**config.mk**
```make
export PLATFORM = sky130hd
export DESIGN_NAME = svarog_job_sequencer
export DESIGN_NICKNAME = d
export VERILOG_FILES = /design/src/rtl/svarog_seq_pkg.sv /design/src/rtl/svarog_job_sequencer.sv
export SDC_FILE = /design/constraint.sdc
export NUM_CORES = 1
export LEC_CHECK = 0
export CORE_MARGIN = 2
export CORE_UTILIZATION = 35
export CTS_CLUSTER_DIAMETER = 150
export DETAILED_ROUTE_END_ITERATION = 6
export GPL_TIMING_DRIVEN = 0
export PLACE_DENSITY = 0.57
export SYNTH_ARGS = -nofsm -noshare
export SYNTH_HDL_FRONTEND = slang
export SYNTH_SLANG_ARGS = --single-unit
export TNS_END_PERCENT = 100
```
**constraint.sdc**
```tcl
create_clock -name clk -period 5.7 [get_ports clk]
set_input_delay 1.425 -clock clk [delete_from_list [all_inputs] [get_ports clk]]
set_output_delay 1.425 -clock clk [all_outputs]
set_load 0.1 [all_outputs]
```
**src/rtl/svarog_seq_pkg.sv**
```systemverilog
// Shared types and register map for the svarog job sequencer.
// Addresses are kept 12 bits wide and zero-extended at the bus.
package svarog_seq_pkg;

  typedef enum logic [3:0] {
    S_IDLE,
    S_LOAD,
    S_LOAD_GAP,
    S_RUN,
    S_RUN_GAP,
    S_WAIT_BUSY,
    S_WAIT_DONE,
    S_RD_ADDR,
    S_RD_CAP,
    S_OUT,
    S_FIN
  } seq_state_e;

  localparam logic [11:0] RUN_ADDR   = 12'h000;
  localparam logic [11:0] OP_BASE    = 12'h100;
  localparam logic [11:0] REG_STRIDE = 12'h100;
  localparam logic [11:0] R_BASE     = 12'h400;
  localparam logic [11:0] S_BASE     = 12'h500;

  localparam int N_OP_WORDS  = 48;
  localparam int N_RES_WORDS = 16;
  localparam logic [2:0] SIZE_WORD = 3'd2;

  // Operand k lands in register k/8 of the operand bank, word k%8.
  function automatic logic [11:0] op_addr(input logic [5:0] k);
    return OP_BASE
         + REG_STRIDE * {9'd0, k[5:3]}
         + {7'd0, k[2:0], 2'b00};
  endfunction

  function automatic logic [11:0] res_addr(input logic [3:0] j);
    return (j[3] ? S_BASE : R_BASE) + {7'd0, j[2:0], 2'b00};
  endfunction

endpackage

```
**src/rtl/svarog_job_sequencer.sv**
```systemverilog
// Runs one signature job on the svarog core over its slave bus:
// operand load, run command, bounded wait, r/s readback stream.
module svarog_job_sequencer #(
  parameter int DATA_SIZE = 32,
  parameter int ADDR_SIZE = 32,
  parameter int TIMEOUT   = 2**20,
  parameter int CNT_W     = 32
) (
  input  logic                 clk,
  input  logic                 areset,
  input  logic                 start_i,
  output logic                 busy_o,
  input  logic [DATA_SIZE-1:0] op_data_i,
  input  logic                 op_valid_i,
  output logic                 op_ready_o,
  output logic [DATA_SIZE-1:0] res_data_o,
  output logic                 res_valid_o,
  input  logic                 res_ready_i,
  output logic                 res_last_o,
  output logic                 done_o,
  output logic                 err_o,
  output logic [CNT_W-1:0]     cycles_o,
  output logic [ADDR_SIZE-1:0] a_o,
  output logic [DATA_SIZE-1:0] d_o,
  output logic                 w_o,
  output logic                 c_o,
  output logic [2:0]           s_o,
  input  logic [DATA_SIZE-1:0] d_i,
  input  logic                 ready_i
);
  import svarog_seq_pkg::*;

  localparam int TMO_W = $clog2(TIMEOUT) + 1;
  localparam logic [TMO_W-1:0] TMO_LAST = TMO_W'(TIMEOUT - 1);

  seq_state_e           r_state;
  logic [5:0]           r_k;
  logic [3:0]           r_j;
  logic [TMO_W-1:0]     r_tmo;
  logic [CNT_W-1:0]     r_cnt;
  logic [CNT_W-1:0]     r_cycles;
  logic [ADDR_SIZE-1:0] r_a;
  logic [DATA_SIZE-1:0] r_d;
  logic [DATA_SIZE-1:0] r_res_data;
  logic                 r_c;
  logic                 r_w;
  logic                 r_busy;
  logic                 r_op_ready;
  logic                 r_res_valid;
  logic                 r_res_last;
  logic                 r_done;
  logic                 r_err;

  logic [CNT_W-1:0]     w_cnt_inc;
  logic                 w_tmo_hit;

  assign w_cnt_inc = (&r_cnt) ? r_cnt : r_cnt + CNT_W'(1);
  assign w_tmo_hit = (r_tmo == TMO_LAST);

  always_ff @(posedge clk or negedge areset) begin
    if (!areset) begin
      r_state     <= S_IDLE;
      r_k         <= '0;
      r_j         <= '0;
      r_tmo       <= '0;
      r_cnt       <= '0;
      r_cycles    <= '0;
      r_a         <= '0;
      r_d         <= '0;
      r_res_data  <= '0;
      r_c         <= 1'b0;
      r_w         <= 1'b0;
      r_busy      <= 1'b0;
      r_op_ready  <= 1'b0;
      r_res_valid <= 1'b0;
      r_res_last  <= 1'b0;
      r_done      <= 1'b0;
      r_err       <= 1'b0;
    end else begin
      // Every access is a single cycle; the bus idles unless set below.
      r_c    <= 1'b0;
      r_w    <= 1'b0;
      r_a    <= '0;
      r_d    <= '0;
      r_done <= 1'b0;
      unique case (r_state)
        S_IDLE: begin
          if (start_i) begin
            r_state    <= S_LOAD;
            r_busy     <= 1'b1;
            r_err      <= 1'b0;
            r_k        <= '0;
            r_op_ready <= 1'b1;
          end
        end
        S_LOAD: begin
          if (op_valid_i) begin
            r_a        <= ADDR_SIZE'(op_addr(r_k));
            r_d        <= op_data_i;
            r_c        <= 1'b1;
            r_w        <= 1'b1;
            r_op_ready <= 1'b0;
            r_state    <= S_LOAD_GAP;
          end
        end
        S_LOAD_GAP: begin
          r_k <= r_k + 6'd1;
          if (r_k == 6'(N_OP_WORDS - 1)) begin
            r_state <= S_RUN;
          end else begin
            r_state    <= S_LOAD;
            r_op_ready <= 1'b1;
          end
        end
        S_RUN: begin
          r_a     <= ADDR_SIZE'(RUN_ADDR);
          r_d     <= DATA_SIZE'(1);
          r_c     <= 1'b1;
          r_w     <= 1'b1;
          r_cnt   <= '0;
          r_state <= S_RUN_GAP;
        end
        S_RUN_GAP: begin
          r_cnt   <= w_cnt_inc;
          r_tmo   <= '0;
          r_state <= S_WAIT_BUSY;
        end
        S_WAIT_BUSY: begin
          r_cnt <= w_cnt_inc;
          // The core can still show ready before it picks up the command.
          if (!ready_i) begin
            r_tmo   <= '0;
            r_state <= S_WAIT_DONE;
          end else if (w_tmo_hit) begin
            r_err   <= 1'b1;
            r_busy  <= 1'b0;
            r_state <= S_IDLE;
          end else begin
            r_tmo <= r_tmo + TMO_W'(1);
          end
        end
        S_WAIT_DONE: begin
          r_cnt <= w_cnt_inc;
          if (ready_i) begin
            r_cycles <= r_cnt;
            r_j      <= '0;
            r_a      <= ADDR_SIZE'(res_addr(4'd0));
            r_c      <= 1'b1;
            r_state  <= S_RD_ADDR;
          end else if (w_tmo_hit) begin
            r_err   <= 1'b1;
            r_busy  <= 1'b0;
            r_state <= S_IDLE;
          end else begin
            r_tmo <= r_tmo + TMO_W'(1);
          end
        end
        S_RD_ADDR: begin
          r_state <= S_RD_CAP;
        end
        S_RD_CAP: begin
          r_res_data  <= d_i;
          r_res_valid <= 1'b1;
          r_res_last  <= (r_j == 4'(N_RES_WORDS - 1));
          r_state     <= S_OUT;
        end
        S_OUT: begin
          if (res_ready_i) begin
            r_res_valid <= 1'b0;
            r_res_last  <= 1'b0;
            if (r_j == 4'(N_RES_WORDS - 1)) begin
              r_done  <= 1'b1;
              r_busy  <= 1'b0;
              r_state <= S_FIN;
            end else begin
              r_j     <= r_j + 4'd1;
              r_a     <= ADDR_SIZE'(res_addr(r_j + 4'd1));
              r_c     <= 1'b1;
              r_state <= S_RD_ADDR;
            end
          end
        end
        S_FIN: begin
          r_state <= S_IDLE;
        end
        default: begin
          r_state <= S_IDLE;
        end
      endcase
    end
  end

  assign busy_o      = r_busy;
  assign op_ready_o  = r_op_ready;
  assign res_data_o  = r_res_data;
  assign res_valid_o = r_res_valid;
  assign res_last_o  = r_res_last;
  assign done_o      = r_done;
  assign err_o       = r_err;
  assign cycles_o    = r_cycles;
  assign a_o         = r_a;
  assign d_o         = r_d;
  assign w_o         = r_w;
  assign c_o         = r_c;
  assign s_o         = SIZE_WORD;

endmodule
```
==> results.ini <==
[outcome]
status = finished, final reports clean

[die]
dieWidth_um = 157
die_area_sq_um = 24600
num_rows = 55
io_pins = 209
core_area_sq_um = 22800
start_util_pct = 35.9
die_y_um = 157

[clocking]
cts_tree = yes
cts_sinks = 178
cts_max_level = 4
clk-insertion-delay-late_ns = 0.43
path_clk_slew_ns = 0.07
post-cts-setup-buffers = 0
cts_buffer_depth = 2
ctsHoldBuffers = 0
cts_resized = 0
cts_buffers = 17
cts-root-buf = clkbuf_16

[timing]
worst_pin_slew_ns = 1.12
finalCritPeriodShare_pct = 59.8
holdWs_ns = 0.487
hold_viol = 0
relSlewSlack_pct = 25.0
fin_skew_ns = 0.0174
fin_ws_ns = 2.29
slew_violations = 0
setup-violations-final = 0
fmax_mhz = 293
period_needed_ns = 3.41
rsz0062_at_grt = no

[setup_path]
worstPathCellList = clkdlybuf4s50_1
cp_data_required_time_ns = 4.28
path_class = reg -> out
cp_top_family = buffers and inverters
critical_path.max_stage_delay_ns = 1.16
cp.arrival_ns = 1.99
critPathLaunchType = flop
path_buf_inv = 1
slowest_stage = clkdlybuf4s50_1
worst_setup_path_end_kind = primary output
critPathMaxFanout = 3

[yosys]
yosys_most_used_dff = dfrtp_1
synth_top_area_cell = dfrtp_1
syn_area_per_cell_sq_um = 11.2
ys_seq_area_share_pct = 54.4
synth_most_common_cell = dfrtp_1
async_reset_ff_share_pct = 100
syn-cell-area_sq_um = 8180
synth_cells = 730
yosysTopAreaCellShare_pct = 54.4
synth_edf_count = 0
synth_commonest_cells = 178 x dfrtp_1, 66 x mux2_2, 59 x nand2_1
synth_seq_cells = 178
synth_warnings = 0
ys_types = 69
ys_top_cells_by_area = dfrtp_1 54%, mux2_2 9.1%, buf_4 2.8%, and2_1 2.8%, nand2_1 2.7%

[grt]
grt_usage_pct = 16.0
grt-ovfl-total = 0
grt_start_max_net_pins = 111
antenna_found_initial = 1
grt_pass1_vias = 5824
grt_pass1_wl_um = 31000

[cells_and_area]
drive_above_1_share_pct = 17.3
nets = 1030
syn_to_final_growth_pct = 35.3

[worst_hold_path]
hp-class = reg -> reg

[routing]
vias = 6210
drtIter0Drc = 370
first_pass_iters = 5
drc = 0
routedWlPerCell_um = 14.8
drt.antenna.violating_nets = 0
routed_wl_um = 19000
viasPerCell = 4.84

[placement]
dp_hpwl_um = 13500
place_congestion = 0.813
io_buffers = 179
dp_slack_ns = 1.99

[pwr]
peakVddDrop_mv = 0.282
power.density_nw_per_um2 = 490
leakage_nw = 4.90

[run]
max_cap_violations = 0

==> placed cells by master, fill, tap and decap left out, drive strengths merged, types with 6 or more instances in the layout <==
cell,Yosys,layout
nor4,7,7
mux2,66,66
nand3,32,32
nor2,39,39
o211ai,7,7
clkbuf,19,36
dfrtp,178,178
and4,6,6
or4,8,8
a211oi,7,7
nand4,16,16
mux2i,8,8
clkdlybuf4s50,0,178
o31ai,8,8
nor3,9,9
xnor2,15,15
buf,43,45
a21oi,32,32
inv,6,12
and2,38,38
nand2,59,59
and3,13,13
o21ai,34,34
or3,14,14
conb,2,28
==> through the flow <==
stage                     area, sq um  setup TNS, ns  util, %  instances  power [mW]
final                           11100              0     48.6       1282        5.42
after global routing            11100              0     48.6       1282        5.69
after CTS                       11100              0     48.6       1281        5.49
after detailed placement        10500              0     46.1       1249        4.34
after global placement          10500        -825.42     45.9       1248        4.33
after floorplan                  8280              0        -        756        3.67
==> area by class of cell <==
class                      count  area, sq um
clock inverter                15          145
antenna                        1         2.50
timing repair buffer         180         1820
clock buffer                  17          425
sequential                   178         4450
inverter                       6         22.5
tap                          313          392
multi-input combinational    510         3410
buffer                        62          397
fill                        2137        11700
==> per-layer routing <==
layer  share of wire, %  GRT usage, %
met5                  0             0
met4                1.1          4.85
met3                6.0          4.65
met2                 48          25.3
met1                 44          21.3
==> state kept, by name, indices dropped and copies added (netlist names) <==
name and flops:
r_tmo 21, done_o 1, res_valid_o 1, r_k 6, busy_o 1, cycles_o 32, c_o 1, res_last_o 1
w_o 1, d_o 32, a_o 7, r_j 4, res_data_o 32, r_state 4, err_o 1, op_ready_o 1
r_cnt 32
==> cell families (layout without fill, tap and decap cells) <==
logic type / count (synthesis) / count (layout) / synth area share [%]
buffers and inverters: 68 / 280 / 5.12
AO/OA/AOI/OAI: 124 / 124 / 9.78
adder cells (fa/ha/maj): 5 / 5 / 0.764
flip-flops: 178 / 178 / 54.4
XOR/XNOR: 17 / 17 / 1.82
other: 2 / 29 / 0.0918
AND/OR/NAND/NOR: 262 / 262 / 17.9
multiplexers: 74 / 74 / 10.1
==> worst paths after layout <==
path | start | depth (start not counted) | slack, ns | end
hold reg to reg | res_valid_o | 1 | 0.49 | res_valid_o
min in group asynchronous | areset | 1 | 0.94 | r_tmo[9]
max in group asynchronous | areset | 2 | 3.83 | cycles_o[23]
setup reg to reg | r_state[1] | 6 | 3.13 | r_cnt[16]
setup / recovery | busy_o | 1 | 2.29 | busy_o
hold / removal | res_valid_o | 1 | 0.49 | res_valid_o
==> power breakdown <==
group	switching, mW	leakage (nW)	internal (mW)
combinational	2.00	2.21	0.671
clock	0.546	0.268	0.578
sequential	0.132	2.42	1.49
No activity file was read; power rests on OpenSTA's default activity.
